<file path="config.mk">
export PLATFORM = sky130hd
export DESIGN_NAME = mem_bus_arbiter
export DESIGN_NICKNAME = d
export VERILOG_FILES = /design/src/rtl/mem_arb_pkg.sv /design/src/rtl/mem_arb_grant.sv /design/src/rtl/mem_bus_arbiter.sv
export SDC_FILE = /design/constraint.sdc
export NUM_CORES = 1
export LEC_CHECK = 0
export CAP_MARGIN = 20
export CORE_MARGIN = 4
export CORE_UTILIZATION = 40
export DETAILED_ROUTE_END_ITERATION = 10
export PLACE_DENSITY = 0.79
export SYNTH_ARGS = -nofsm -noshare
export SYNTH_HDL_FRONTEND = slang
export SYNTH_HIERARCHICAL = 1
export SYNTH_SLANG_ARGS = --single-unit
</file>
<file path="constraint.sdc">
create_clock -name clock -period 8.9 [get_ports clock]
set_clock_uncertainty 0.2 [all_clocks]
set_input_delay 2.225 -clock clock [delete_from_list [all_inputs] [get_ports clock]]
set_output_delay 2.225 -clock clock [all_outputs]
set_load 0.01 [all_outputs]
</file>
<file path="src/rtl/mem_arb_pkg.sv">
// rtl/mem_arb_pkg.sv - shared types and constants for the memory bus arbiter
package mem_arb_pkg;

  typedef enum logic [1:0] {
    IDLE   = 2'd0,
    ACCESS = 2'd1,
    DONE   = 2'd2
  } arb_state_t;

  localparam logic OWNER_IF = 1'b0;
  localparam logic OWNER_DM = 1'b1;

  localparam int ALIGN_W = 3;

endpackage

</file>
<file path="src/rtl/mem_arb_grant.sv">
// rtl/mem_arb_grant.sv - DM-priority grant decision with IF starvation guard
module mem_arb_grant
  import mem_arb_pkg::*;
#(
  parameter int MAX_DM_STREAK = 4
) (
  input  logic clock,
  input  logic reset,
  input  logic sample,
  input  logic if_req,
  input  logic dm_req,
  output logic grant,
  output logic grant_owner
);

  localparam int STREAK_W = $clog2(MAX_DM_STREAK + 1);
  localparam logic [STREAK_W-1:0] STREAK_MAX = STREAK_W'(MAX_DM_STREAK);

  logic [STREAK_W-1:0] streak;

  always_comb begin
    grant       = sample && (if_req || dm_req);
    grant_owner = OWNER_IF;
    if (dm_req && !(if_req && (streak == STREAK_MAX))) begin
      grant_owner = OWNER_DM;
    end
  end

  // Only contested DM grants build the streak; anything else resets it.
  always_ff @(posedge clock or posedge reset) begin
    if (reset) begin
      streak <= '0;
    end else if (grant) begin
      if ((grant_owner == OWNER_DM) && if_req) begin
        if (streak != STREAK_MAX) begin
          streak <= streak + 1'b1;
        end
      end else begin
        streak <= '0;
      end
    end
  end

endmodule

</file>
<file path="src/rtl/mem_bus_arbiter.sv">
// rtl/mem_bus_arbiter.sv - serialises IF and DM requests onto one fixed-latency memory port
module mem_bus_arbiter
  import mem_arb_pkg::*;
#(
  parameter int ADDR_W        = 32,
  parameter int DATA_W        = 64,
  parameter int INSTR_W       = 32,
  parameter int MEM_LATENCY   = 2,
  parameter int MAX_DM_STREAK = 4
) (
  input  logic               clock,
  input  logic               reset,
  input  logic               if_req,
  input  logic [ADDR_W-1:0]  if_addr,
  output logic [INSTR_W-1:0] if_rdata,
  output logic               if_done,
  input  logic               dm_req,
  input  logic               dm_we,
  input  logic [ADDR_W-1:0]  dm_addr,
  input  logic [DATA_W-1:0]  dm_wdata,
  output logic [DATA_W-1:0]  dm_rdata,
  output logic               dm_done,
  output logic               mem_en,
  output logic               mem_we,
  output logic [ADDR_W-1:0]  mem_addr,
  output logic [DATA_W-1:0]  mem_wdata,
  input  logic [DATA_W-1:0]  mem_rdata,
  output logic               owner,
  output logic               busy
);

  localparam int CNT_W = (MEM_LATENCY > 1) ? $clog2(MEM_LATENCY) : 1;
  localparam logic [CNT_W-1:0] CNT_INIT = CNT_W'(MEM_LATENCY - 1);

  arb_state_t         state, state_next;
  logic [CNT_W-1:0]   count;
  logic [ADDR_W-1:0]  lat_addr;
  logic               lat_we;
  logic [DATA_W-1:0]  lat_wdata;
  logic               grant;
  logic               grant_owner;
  logic               unused_lat_bits;

  mem_arb_grant #(
    .MAX_DM_STREAK(MAX_DM_STREAK)
  ) u_grant (
    .clock      (clock),
    .reset      (reset),
    .sample     (state == IDLE),
    .if_req     (if_req),
    .dm_req     (dm_req),
    .grant      (grant),
    .grant_owner(grant_owner)
  );

  always_comb begin
    state_next = state;
    case (state)
      IDLE:    if (grant) state_next = ACCESS;
      ACCESS:  if (count == '0) state_next = DONE;
      DONE:    state_next = IDLE;
      default: state_next = IDLE;
    endcase
  end

  always_ff @(posedge clock or posedge reset) begin
    if (reset) begin
      state     <= IDLE;
      count     <= '0;
      owner     <= OWNER_IF;
      lat_addr  <= '0;
      lat_we    <= 1'b0;
      lat_wdata <= '0;
      if_rdata  <= '0;
      dm_rdata  <= '0;
    end else begin
      state <= state_next;
      case (state)
        IDLE: begin
          if (grant) begin
            owner <= grant_owner;
            count <= CNT_INIT;
            if (grant_owner == OWNER_DM) begin
              lat_addr  <= dm_addr;
              lat_we    <= dm_we;
              lat_wdata <= dm_wdata;
            end else begin
              lat_addr  <= if_addr;
              lat_we    <= 1'b0;
              lat_wdata <= '0;
            end
          end
        end
        ACCESS: begin
          if (count != '0) begin
            count <= count - 1'b1;
          end else if (owner == OWNER_DM) begin
            if (!lat_we) dm_rdata <= mem_rdata;
          end else begin
            if_rdata <= lat_addr[2] ? mem_rdata[DATA_W-1:INSTR_W] : mem_rdata[INSTR_W-1:0];
          end
        end
        default: ;
      endcase
    end
  end

  // Strobes decode straight from state so reset kills them without waiting for an edge.
  assign mem_en          = (state == ACCESS);
  assign mem_we          = mem_en && lat_we;
  assign mem_addr        = {lat_addr[ADDR_W-1:ALIGN_W], ALIGN_W'(0)};
  assign mem_wdata       = lat_wdata;
  assign if_done         = (state == DONE) && (owner == OWNER_IF);
  assign dm_done         = (state == DONE) && (owner == OWNER_DM);
  assign busy            = (state != IDLE);
  assign unused_lat_bits = ^lat_addr[1:0];

endmodule

</file>
==> results of run 1 <==
-- worst paths after layout --
check | startpoint | to | depth (start not counted)
worst max-delay path | if_req | owner | 6
worst min-delay path | mem_wdata[34] | mem_wdata[34] | 2
worst max register to register | state[1] | owner | 7
worst min register to register | mem_wdata[34] | mem_wdata[34] | 2
max in group asynchronous | reset | dm_rdata[21] | 3
min in group asynchronous | reset | u_grant/streak[0] | 2
-- sequential cells by signal (all words and copies together) (netlist names) --
signal          cells
dm_rdata           64
mem_wdata          64
if_rdata           32
lat_addr           30
u_grant/streak      3
state               2
count               1
lat_we              1
owner               1
-- power breakdown --
part	switching [uW]	internal (uW)	total (uW)	leakage (uW)
Sequential	285	1350	1640	0.00241
Clock	380	373	753	0.000283
Combinational	935	1260	2200	0.00313
-- per-layer routing --
metal	wire length, um	vias up	global-route usage (%)
met4	711	0	6.711
met5	0	-	0
met3	2436	40	7.767
li1	-	3168	-
met1	9394	3071	22.67
met2	11920	280	33.09
-- synthesized netlist by cell type, types with 2 or more instances --
library cell  count
ha_1              2
mux2_4           61
nand2_1         164
o21ai_2           2
mux2_2            4
o21ai_0          96
buf_4            32
inv_1             8
buf_2            13
buf_12            6
clkbuf_1         21
mux2i_1          62
buf_6            10
dfrtp_1         198
a21oi_1          34
nor2_1           33
-- cell usage in the layout, fill, tap and decap left out, types with 3 or more instances in the layout --
cell type / synthesis / routed
clkinv_2: 0 / 3
o21ai_0: 96 / 96
conb_1: 1 / 3
mux2i_1: 62 / 62
clkdlybuf4s50_1: 0 / 387
inv_8: 0 / 3
a21oi_1: 34 / 34
nand2_1: 164 / 164
mux2_4: 61 / 61
inv_1: 8 / 7
inv_6: 0 / 7
nor2_1: 33 / 33
clkbuf_16: 0 / 17
dfrtp_1: 198 / 197
buf_4: 32 / 5
mux2_2: 4 / 4
-- metrics by stage --
step	hold slack (ns)	setup WS (ns)	cell area (um^2)	utilization, %
2_1_floorplan	0.2496	1.163	8746	-
3_3_place_gp	0.2603	3.517	12410	58.32
3_5_place_dp	0.2691	3.510	12410	58.32
4_1_cts	0.2858	3.969	12980	60.98
5_1_grt	0.2993	3.757	12980	60.99
6_report	0.2771	4.002	12980	60.99
-- layout make-up --
type	count	area [um^2]	share of cell area [%]
Sequential cell	198	4956	38.17
Timing Repair Buffer	392	3911	30.13
Multi-Input combinational cell	475	3166	24.38
Clock buffer	17	425.4	3.277
Tap cell	275	344.1	2.650
Clock inverter	15	140.1	1.079
Inverter	8	37.54	0.2891
Antenna cell	1	2.502	0.01928
-- worst register-to-register path, delay by kind of cell (launching register included) --
kind,cells,cell delay [ns]
compound gates,1,0.09
buf+inv,3,0.93
flops,1,0.49
mux,1,0.36
simple gates,2,1.02
-- kinds of logic (layout without fill, tap and decap cells) --
kind of cell,Yosys count,after routing
buf+inv,90,432
fa+ha+maj,2,2
compound gates,136,136
flops,198,198
other cells,1,4
mux,127,127
simple gates,207,207
==> impl_metrics.csv, run 1 <==
group,metric,value,unit
run_status,status,"completed",
cts,post_cts_resized,0,
sta,worst_slew_pin_slew,1.059,ns
worst_setup_path,setup.worst_path.start_class,"input pin",
sta,hold_violations,0,
synthesis,syn-cell-area,8738,um^2
sta,relSlewSlack,29.41,%
cts,clockBufferDepth,2,
min_path,hold_path.class,"reg -> reg",
synthesis,syn_area_per_cell,11.48,um^2
worst_setup_path,worstPathRequired,9.01,ns
route,wl_per_cell,17.71,um
floorplan,core,21290,um^2
floorplan,die_w,155.8,um
final_layout,fin_nets,1291,
worst_setup_path,cpMaxStageDelayCell,"or3b_4",
floorplan,die_h,155.8,um
sta,post-route-min-period,4.898,ns
synthesis,synth-simple-area-share,9.436,%
floorplan,placementRows,53,
sta,setup_viol,0,
synthesis,yosysUniqueCellTypes,31,
route,viasPerCell,4.749,
floorplan,dieArea,24280,um^2
final_layout,nFillCells,1722,
route,dr.pass1.iters,4,
cts,numCtsBuffers,17,
final_layout,syn2layout_area_growth,48.57,%
cts,cts_tree,"yes",
worst_setup_path,critPathBufInv,3,
floorplan,pin_count,395,
placed_design,port_buffers,387,
pwr,ir_drop,0.1602,mV
synthesis,yosysWarnings,6,
synthesis,yosysSeqAreaShare,56.70,%
synthesis,synth_compound_area_share,8.033,%
sta,fmax,204.2,MHz
cts,clock_latency,0.43,ns
sta,rsz0062_at_grt,"false",
route,ant_nets,0,
synthesis,synthFlopType,"dfrtp_1",
synthesis,synth_top_family_by_area,"multiplexers",
flow_run,maxCapViolCount,0,
placed_design,dp_hpwl,18320,um
route,drc_errors,0,
cts,clk_pin_slew,0.08,ns
global_routing,grt_max_degree,120,
pwr,p_leak,0.005824,uW
placed_design,gp_congestion,0.8042,
cts,ctsHoldBuffers,0,
cts,postCtsSetupRepairBufs,0,
synthesis,yosys.area.top_type,"dfrtp_1",
global_routing,gr-total-overflow,0,
worst_setup_path,crit_chain,"clkdlybuf4s50_1 > o21ai_2 > inv_1 > or3b_4 > buf_4 > mux2_4",
synthesis,synth_mux_area_share,18.10,%
floorplan,start_util,41.05,%
worst_setup_path,crit_path_max_incr_delay,0.84,ns
synthesis,synthCells,761,
cts,cts_sinks,198,
pwr,power,4588,uW
synthesis,ys_ff_latch,198,
worst_setup_path,worstSetupPathType,"in -> reg",
worst_setup_path,crit_family,"buffers and inverters",
worst_setup_path,crit_path_end_kind,"flip-flop",
worst_setup_path,worstPathArrival,5.01,ns
worst_setup_path,path_max_fanout,97,
synthesis,yosys.area.top_type_share,56.70,%
pwr,cellPowerDensity,353.4,nW/um^2
final_layout,layout.cells.non_filler,1381,
synthesis,synth_fa_ha_area_share,0.2864,%
synthesis,synth-edff-count,0,
route,drtIter0Drc,227,
global_routing,antenna_found_initial,1,
synthesis,synthTopCellsByArea,"dfrtp_1 (57%), mux2_4 (10%), mux2i_1 (7.1%)",
sta,drv_slew,0,
global_routing,track_usage,19.56,%
placed_design,dp_cells,1348,
route,vias,6559,
worst_setup_path,r2r_slack,5.69,ns
sta,fin_tns_setup,0,ns
synthesis,synthXorXnorAreaFrac,0,%
cts,cts-root-buf,"clkbuf_16",
cts,h-tree-depth,4,
global_routing,grt_pass1_wl,37320,um
final_layout,layout-drive-gt1-share,10.23,%
global_routing,grt_pass1_vias,6666,
synthesis,synthArstFlopShare,100.0,%
route,routed_wl,24460,um
sta,period_share,55.04,%
Power figures use the tool's default switching activity.
==> inputs of run 2 (changes only) <==
Settings changed: CORE_UTILIZATION 40 to 38, PLACE_DENSITY 0.79 to 0.78.
Clock period 8.9 ns to 4.3 ns, I/O delays scaled along.
==> impl_metrics.csv, run 2 (synthesis gave the netlist of run 1 again) <==
group,metric,value,unit
pwr,cellPowerDensity,734.1,nW/um^2
final_layout,nFillCells,1853,
final_layout,stdcell_area,13210,um^2
worst_setup_path,path_max_fanout,7,
floorplan,core,22640,um^2
sta,rsz0062_at_grt,"false",
worst_setup_path,worstPathArrival,1.99,ns
cts,postCtsSetupRepairBufs,0,
worst_setup_path,r2r_slack,1.71,ns
worst_setup_path,setup.worst_path.start_class,"flip-flop",
placed_design,dp_hpwl,18430,um
global_routing,grt_pass1_wl,38900,um
pwr,p_int,6321,uW
floorplan,start_util,38.60,%
sta,hold_violations,0,
placed_design,port_buffers,387,
route,met2_length,11790,um
sta,setup_viol,0,
final_layout,fin_nets,1301,
sta,drv_slew,0,
route,drc_errors,0,
cts,h-tree-depth,4,
floorplan,dieArea,25490,um^2
pwr,p_comb_share,47.6,%
pwr,p_leak,0.005918,uW
final_layout,mostFrequentLayoutCell,"clkdlybuf4s50_1",
cts,cts-root-buf,"clkbuf_16",
cts,numCtsBuffers,17,
final_layout,n_antenna_cell,0,
cts,cts_tree,"yes",
cts,clk_pin_slew,0.08,ns
route,wl_met3,2389,um
floorplan,die_w,159.6,um
sta,fin_tns_setup,0,ns
sta,post-route-min-period,3.261,ns
cts,clock_latency,0.43,ns
cts,post_cts_resized,0,
route,dr.pass1.iters,5,
run_status,status,"completed",
placed_design,gp_congestion,0.8110,
final_layout,layout_common_cells,"clkdlybuf4s50_1 (387), dfrtp_1 (197), nand2_1 (164), o21ai_0 (96), mux2i_1 (62)",
worst_setup_path,crit_path_end_kind,"output pin",
min_path,hold_path.class,"reg -> reg",
final_layout,layout-drive-gt1-share,11.03,%
route,drtIter0Drc,313,
sta,worst_slew_pin_slew,1.093,ns
global_routing,antenna_found_initial,1,
worst_setup_path,worstSetupPathType,"reg -> out",
worst_setup_path,worstPathRequired,3.02,ns
sta,fmax,306.7,MHz
global_routing,track_usage,19.09,%
global_routing,grt_max_degree,72,
sta,relSlewSlack,27.13,%
global_routing,gr-total-overflow,0,
cts,ctsHoldBuffers,0,
route,m1WireLength,9864,um
floorplan,pin_count,395,
sta,period_share,75.84,%
final_layout,utilization,58.34,%
cts,clockBufferDepth,2,
floorplan,die_h,159.6,um
route,routed_wl,24510,um
placed_design,placed_area,12570,um^2
global_routing,grt_pass1_vias,6924,
route,routed.top_layer,"met5",
flow_run,maxCapViolCount,0,
cts,cts_sinks,198,
floorplan,placementRows,55,
final_layout,syn2layout_area_growth,51.15,%
pwr,clock_power_share,17.4,%
route,ant_nets,0,
route,vias,6630,
pwr,swShare,34.80,%
route,wl_per_cell,17.51,um
pwr,ir_drop,0.4210,mV
pwr,p_seq_share,35.0,%
route,viasPerCell,4.736,
pwr,p_sw,3375,uW
run 2: worst paths after layout:
kind / startpoint / end / depth (start not counted)
max: state[1] / mem_we / 3
min: mem_wdata[28] / mem_wdata[28] / 2
max reg2reg: state[1] / lat_addr[2] / 8
min reg2reg: mem_wdata[28] / mem_wdata[28] / 2
max in group asynchronous: reset / mem_wdata[8] / 3
min in group asynchronous: reset / u_grant/streak[2] / 2
run 2: power by group through the flow:
stage | Sequential, uW | Combinational [uW] | Clock, uW
after global placement | 3380 | 4590 | 0
after floorplan | 3650 | 2160 | 0
after CTS | 3400 | 4680 | 1730
after detailed placement | 3430 | 4660 | 0
final | 3400 | 4620 | 1680
after global routing | 3530 | 4980 | 1800
run 2: critical path, cell delays in order (launching register included):
cell and delay [ns]:
dfrtp_1 0.47, nor2b_1 0.32, and2_1 0.17, clkdlybuf4s50_1 0.60
run 2: through the flow:
stage | power, uW | setup WS (ns) | cells | hold slack (ns)
finish | 9696 | 1.039 | 1400 | 0.2831
global route | 10320 | 0.9471 | 1400 | 0.3028
CTS | 9806 | 0.9978 | 1400 | 0.2881
detailed placement | 8091 | 0.7845 | 1368 | 0.2701
global placement | 7968 | 0.8416 | 1368 | 0.2601
floorplan | 5814 | 0.5066 | 763 | 0.2496
run 2: final cells by class:
cell class	count	area (um^2)	area share, %
inverter	8	33.78	0.2558
timing repair buffer	402	4061	30.75
multi-input combinational	475	3166	23.97
sequential	198	4956	37.52
tap	285	356.6	2.700
clock buffer	17	425.4	3.221
clock inverter	15	209.0	1.582
run 2: per-layer routing:
metal  global-route usage [%]  up-vias
met5                        0        -
met4                    5.799        2
met3                    7.484       25
met2                    31.85      265
met1                    22.92     3132
li1                         -     3206
